File: config.mk
export PLATFORM = sky130hd
export DESIGN_NAME = segment_scan_ctrl
export DESIGN_NICKNAME = d
export VERILOG_FILES = /design/src/rtl/segment_scan_ctrl.sv
export SDC_FILE = /design/constraint.sdc
export NUM_CORES = 1
export LEC_CHECK = 0
export ABC_CLOCK_PERIOD_IN_PS = 2700
export BUFFER_PORTS_ARGS = -buffer_cell sky130_fd_sc_hd__buf_2
export CORE_MARGIN = 4
export CORE_UTILIZATION = 55
export CTS_BUF_LIST = sky130_fd_sc_hd__clkbuf_8
export DETAILED_ROUTE_END_ITERATION = 12
export GPL_ROUTABILITY_DRIVEN = 0
export HOLD_SLACK_MARGIN = 0.02
export PLACE_DENSITY = 0.74
export SLEW_MARGIN = 20
export SYNTH_ARGS = -nofsm -noshare
export SYNTH_HDL_FRONTEND = slang
export SYNTH_SLANG_ARGS = --single-unit
File: constraint.sdc
create_clock -name clk -period 2.7 [get_ports clk]
set_clock_uncertainty 0.15 [all_clocks]
set_input_delay 0.27 -clock clk [delete_from_list [all_inputs] [get_ports clk]]
set_output_delay 0.27 -clock clk [all_outputs]
set_load 0.01 [all_outputs]
File: src/rtl/segment_scan_ctrl.sv
// segment_scan_ctrl: time-multiplexed scan controller for a bank of
// seven-segment digits that share one segment_static decoder.
// Ports: clk, rst_n (sync, active-low), run, load, digits_in, en_mask ->
//   data_out (decoder input), dig_en (one-hot), seg_blank, load_ack,
//   frame_done. All outputs are registered.
module segment_scan_ctrl #(
   parameter int N_DIGITS  = 4,
   parameter int SCAN_DIV  = 1000,
   parameter int BLANK_CYC = 16
) (
   input  logic                  clk,
   input  logic                  rst_n,
   input  logic                  run,
   input  logic                  load,
   input  logic [4*N_DIGITS-1:0] digits_in,
   input  logic [N_DIGITS-1:0]   en_mask,
   output logic [3:0]            data_out,
   output logic [N_DIGITS-1:0]   dig_en,
   output logic                  seg_blank,
   output logic                  load_ack,
   output logic                  frame_done
);

   localparam int IW   = (N_DIGITS > 1) ? $clog2(N_DIGITS) : 1;
   localparam int MAXC = (SCAN_DIV > BLANK_CYC) ? SCAN_DIV : BLANK_CYC;
   localparam int CW   = (MAXC > 1) ? $clog2(MAXC) : 1;

   localparam logic [CW-1:0] BLANK_LAST = CW'(BLANK_CYC - 1);
   localparam logic [CW-1:0] SHOW_LAST  = CW'(SCAN_DIV - 1);
   localparam logic [IW-1:0] IDX_LAST   = IW'(N_DIGITS - 1);

   typedef enum logic [1:0] {
      IDLE  = 2'd0,
      BLANK = 2'd1,
      SHOW  = 2'd2
   } state_t;

   state_t      state;
   state_t      st_n;
   logic [IW-1:0] idx;
   logic [IW-1:0] idx_n;
   logic [CW-1:0] cnt;
   logic [CW-1:0] cnt_n;
   logic          pending;
   logic          frame_end;
   logic          commit;
   logic          lit;

   logic [3:0] shadow [N_DIGITS];
   logic [3:0] active [N_DIGITS];
   logic [3:0] act_n  [N_DIGITS];

   // Next-state logic; run=0 forces IDLE from any state.
   always_comb begin
      st_n      = state;
      idx_n     = idx;
      cnt_n     = cnt;
      frame_end = 1'b0;
      if (!run) begin
         st_n  = IDLE;
         idx_n = '0;
         cnt_n = '0;
      end else begin
         unique case (state)
            IDLE: begin
               st_n  = BLANK;
               idx_n = '0;
               cnt_n = '0;
            end
            BLANK: begin
               if (cnt == BLANK_LAST) begin
                  st_n  = SHOW;
                  cnt_n = '0;
               end else begin
                  cnt_n = cnt + 1'b1;
               end
            end
            SHOW: begin
               if (cnt == SHOW_LAST) begin
                  st_n      = BLANK;
                  cnt_n     = '0;
                  frame_end = (idx == IDX_LAST);
                  idx_n     = (idx == IDX_LAST) ? '0 : idx + 1'b1;
               end else begin
                  cnt_n = cnt + 1'b1;
               end
            end
            default: begin
               st_n  = IDLE;
               idx_n = '0;
               cnt_n = '0;
            end
         endcase
      end
   end

   // Commit the shadow only at a frame boundary, or at once when idle.
   assign commit = pending && (frame_end || state == IDLE);
   assign lit    = (st_n == SHOW) && en_mask[idx_n];

   always_comb begin
      for (int i = 0; i < N_DIGITS; i++) begin
         act_n[i] = commit ? shadow[i] : active[i];
      end
   end

   always_ff @(posedge clk) begin
      if (!rst_n) begin
         state      <= IDLE;
         idx        <= '0;
         cnt        <= '0;
         pending    <= 1'b0;
         data_out   <= 4'h0;
         dig_en     <= '0;
         seg_blank  <= 1'b1;
         load_ack   <= 1'b0;
         frame_done <= 1'b0;
         for (int i = 0; i < N_DIGITS; i++) begin
            shadow[i] <= 4'h0;
            active[i] <= 4'h0;
         end
      end else begin
         state <= st_n;
         idx   <= idx_n;
         cnt   <= cnt_n;
         // A load on the commit edge stays pending for the next frame.
         if (commit) begin
            pending <= load;
         end else if (load) begin
            pending <= 1'b1;
         end
         for (int i = 0; i < N_DIGITS; i++) begin
            if (load) begin
               shadow[i] <= digits_in[4*i +: 4];
            end
            active[i] <= act_n[i];
         end
         // Outputs reflect the state being entered on this edge.
         data_out   <= (st_n == IDLE) ? 4'h0 : act_n[idx_n];
         dig_en     <= lit ? ({{(N_DIGITS-1){1'b0}}, 1'b1} << idx_n) : '0;
         seg_blank  <= ~lit;
         load_ack   <= commit;
         frame_done <= frame_end;
      end
   end

endmodule

==> reports/summary.log <==
qor: place.dpl.hpwl 3590 µm
qor: logic_synthesis.synth_largest_type_area_fraction 0.333
qor: clock_network.cts-hold-fix-buffers 0
qor: detailed_routing.drcViolationCount 0
qor: grt.groute.layer.met1.usage 0.267
qor: critical_path.worst-setup-path-type reg2reg
qor: critical_path.setup.worst_path.start state[0]
qor: grt.global_routing_met2_resource_utilization 0.285
qor: floorplan.floorplan.die.height 75.8 µm
qor: sta.setup-tns-final 0 ns
qor: critical_path.regToRegEndpoint data_out[1]
qor: clock_network.worst_skew_pair.late_latency 0.32 ns
qor: sta.worst-slew-pin-transition 0.638 ns
qor: sta.final-hold-violation-count 0
qor: place.placedInstanceArea 0.00277 mm²
qor: grt.grt.overflow.total 0
qor: grt.first_global_vias 1843
qor: clock_network.tritoncts_clock_tree built
qor: floorplan.num_io_pins 35
qor: sta.finalSetupViolCount 0
qor: logic_synthesis.synth_top_cells_by_area dfxtp_1 33%, edfxtp_1 19%, and3_1 5.2%
qor: logic_synthesis.synth_enable_flop_cells 16
qor: place.place_inst 336
qor: logic_synthesis.syn_nets 283
qor: detailed_routing.final_antenna_net_count 0
qor: floorplan.initial_utilization 0.573
qor: detailed_routing.dr_total_vias 1964
qor: logic_synthesis.dominantRegCellSynth dfxtp_1
qor: grt.grt_most_used_layer met2
qor: grt.maximum_number_of_pins_on_one_net_before_global_route_repair 21
qor: critical_path.worst-r2r-setup-slack 0.21 ns
qor: pwr.power.ir.vdd_worst 0.497 mV
qor: critical_path.critical_path_peak_fanout 17
qor: logic_synthesis.postSynth.asyncResetShare 0
qor: critical_path.cp.required 2.76 ns
qor: logic_synthesis.synth.largest_area_cell dfxtp_1
qor: grt.globalRouteTotalUtil 0.194
qor: place.port-buffer-count 34
qor: cells_and_area.finalNonFillerCells 353
qor: detailed_routing.drt_pass1_iterations 4
qor: critical_path.cp_data_arrival_time 2.55 ns
qor: worst_hold_path.min-delay-path-class in2reg
qor: run_status.outcome completed
qor: logic_synthesis.ys_seq_elements 58
qor: logic_synthesis.syn_area_per_cell 9.99 µm²
qor: logic_synthesis.ys.warnings.count 0
qor: floorplan.die_area 0.00575 mm²
qor: floorplan.fp.dieW 75.8 µm
qor: cells_and_area.stdcell_area 0.00294 mm²
qor: floorplan.core_area 0.00441 mm²
qor: cells_and_area.final_common_cell dfxtp_1
qor: cells_and_area.most_frequent_cells_in_the_layout 42 x dfxtp_1, 34 x buf_2, 28 x nand2_1, 28 x nor2_1, 21 x and3_1
qor: grt.grt_pass1_wl 8290 µm
qor: pwr.power_leakage 0.00131 µW
qor: cells_and_area.post_route_cells_drive_above_1_share 0.219
qor: logic_synthesis.synthesis.area 0.00253 mm²
qor: logic_synthesis.synthCells 253
qor: floorplan.std_cell_rows 24
qor: critical_path.critical_path_destination data_out[1]
qor: sta.fmax 0.402 GHz
qor: sta.finalWorstPathRequiredPeriod 2.49 ns
qor: grt.globalRouteMet3Util 0.0462
qor: clock_network.cts_made_buffers 9
qor: logic_synthesis.synth.yosys.seq_area_share 0.523
qor: cells_and_area.antenna-diode-count 0
qor: clock_network.clock_tree.buffer_depth 2
qor: sta.layout_worst_path_cycle_share 0.920
qor: clock_network.cts_root_buf clkbuf_8
qor: detailed_routing.detail_route.wirelength 5030 µm
qor: sta.worst_slew_margin_rel 0.574
qor: logic_synthesis.post_synth_num_cell_types 52
qor: sta.rsz0062_at_grt no
qor: clock_network.h-tree-depth 3
qor: critical_path.reg2reg_depth 8
qor: cells_and_area.area.growth.synth_to_final 16.3%
qor: critical_path.worstSetupEndpointType flip-flop
qor: detailed_routing.route.detailed.vias_per_inst 5.56
qor: cells_and_area.final_net_count 326
qor: clock_network.tritoncts_num_sinks 58
qor: detailed_routing.initialDrtViolationCount 135
qor: sta.final-max-slew-violation-count 0
qor: detailed_routing.drt-wirelength-per-cell 14.2 µm
qor: critical_path.worst_setup_path_start_kind flip-flop
qor: clock_network.clkTransAtPathRegs 0.06 ns
qor: grt.antenna_violations_before_repair 0
qor: pwr.powerDensity 574 mW/mm²
qor: run.reported_max_cap_violation_count 0
qor: critical_path.r2r-start state[0]
==> metrics by stage <==
stage	hold WS [ns]	total power [µW]	utilization	setup WS [ns]
final	0.0313	1690	0.666	0.215
after global routing	0.0300	1760	0.666	0.0581
after CTS	0.0219	1700	0.663	0.183
after detailed placement	0.281	1080	0.628	0.218
after global placement	0.275	1080	0.628	0.285
after floorplan	0.239	1030	-	0.363
==> worst max-delay path, stage by stage, from the launching register on <==
cell and delay, ns:
dfxtp_1 0.37, inv_1 0.11, ha_1 0.37, nand4_1 0.20, o41a_1 0.38, buf_12 0.17
mux2i_1 0.25, a22oi_1 0.12, a22o_1 0.25
==> cell usage after synthesis, types with 3 or more instances <==
cell type and instances:
a21oi_1 19, a22o_1 3, a22oi_1 3, and3_1 21
clkbuf_1 6, dfxtp_1 42, edfxtp_1 16, ha_1 6
inv_1 7, mux2i_1 9, nand2_1 28, nand3_1 3
nand4_1 3, nor2_1 28, nor3_1 4, o31ai_1 5
or2_1 3, or2_2 3, xnor2_1 6
==> per-layer routing <==
layer  share of wire  wire [µm]
met4           0.012         59
met1            0.48       2400
met5               0          0
met3           0.055        277
met2            0.46       2290
==> layout make-up <==
cell class,instances,area [µm²]
Fill cell,365,1470
Sequential cell,58,1320
Inverter,8,30.0
Multi-Input combinational cell,177,1120
Tap cell,52,65.1
Clock inverter,7,32.5
Timing Repair Buffer,42,243
Clock buffer,9,124
==> cell families after synthesis <==
family | after synthesis | synth area share
AO/OA/AOI/OAI | 46 | 0.129
AND/OR/NAND/NOR | 108 | 0.221
multiplexers | 9 | 0.0356
buffers and inverters | 18 | 0.0346
flip-flops | 58 | 0.523
XOR/XNOR | 8 | 0.0277
adder cells (fa/ha/maj) | 6 | 0.0297
==> sequential cells by signal (all words and copies together), names as in the netlist <==
| name | flops |
|---|---|
| dig_en | 4 |
| seg_blank | 1 |
| state | 2 |
| shadow | 16 |
| cnt | 10 |
| active | 16 |
| pending | 1 |
| idx | 2 |
| frame_done | 1 |
| data_out | 4 |
| load_ack | 1 |
==> worst min-delay path by stage <==
stage	startpoint	end	slack, ns	depth (start not counted)
after floorplan	en_mask[3]	dig_en[3]	0.24	2
after global placement	cnt[0]	cnt[0]	0.28	1
after detailed placement	cnt[0]	cnt[0]	0.28	1
after CTS	en_mask[2]	dig_en[2]	0.02	3
after global routing	en_mask[2]	dig_en[2]	0.03	3
final	en_mask[3]	dig_en[3]	0.03	3
==> where the power goes <==
part	internal (µW)	switching, µW
clock	316	311
combinational	53.4	67.0
sequential	929	11.5
total	1300	389
==> repair_timing <==
action                     CTS  global route
buffers inserted             0             1
gates resized for setup      0             1
setup endpoints to repair    0             3
No activity file was read; power rests on OpenSTA's default activity.
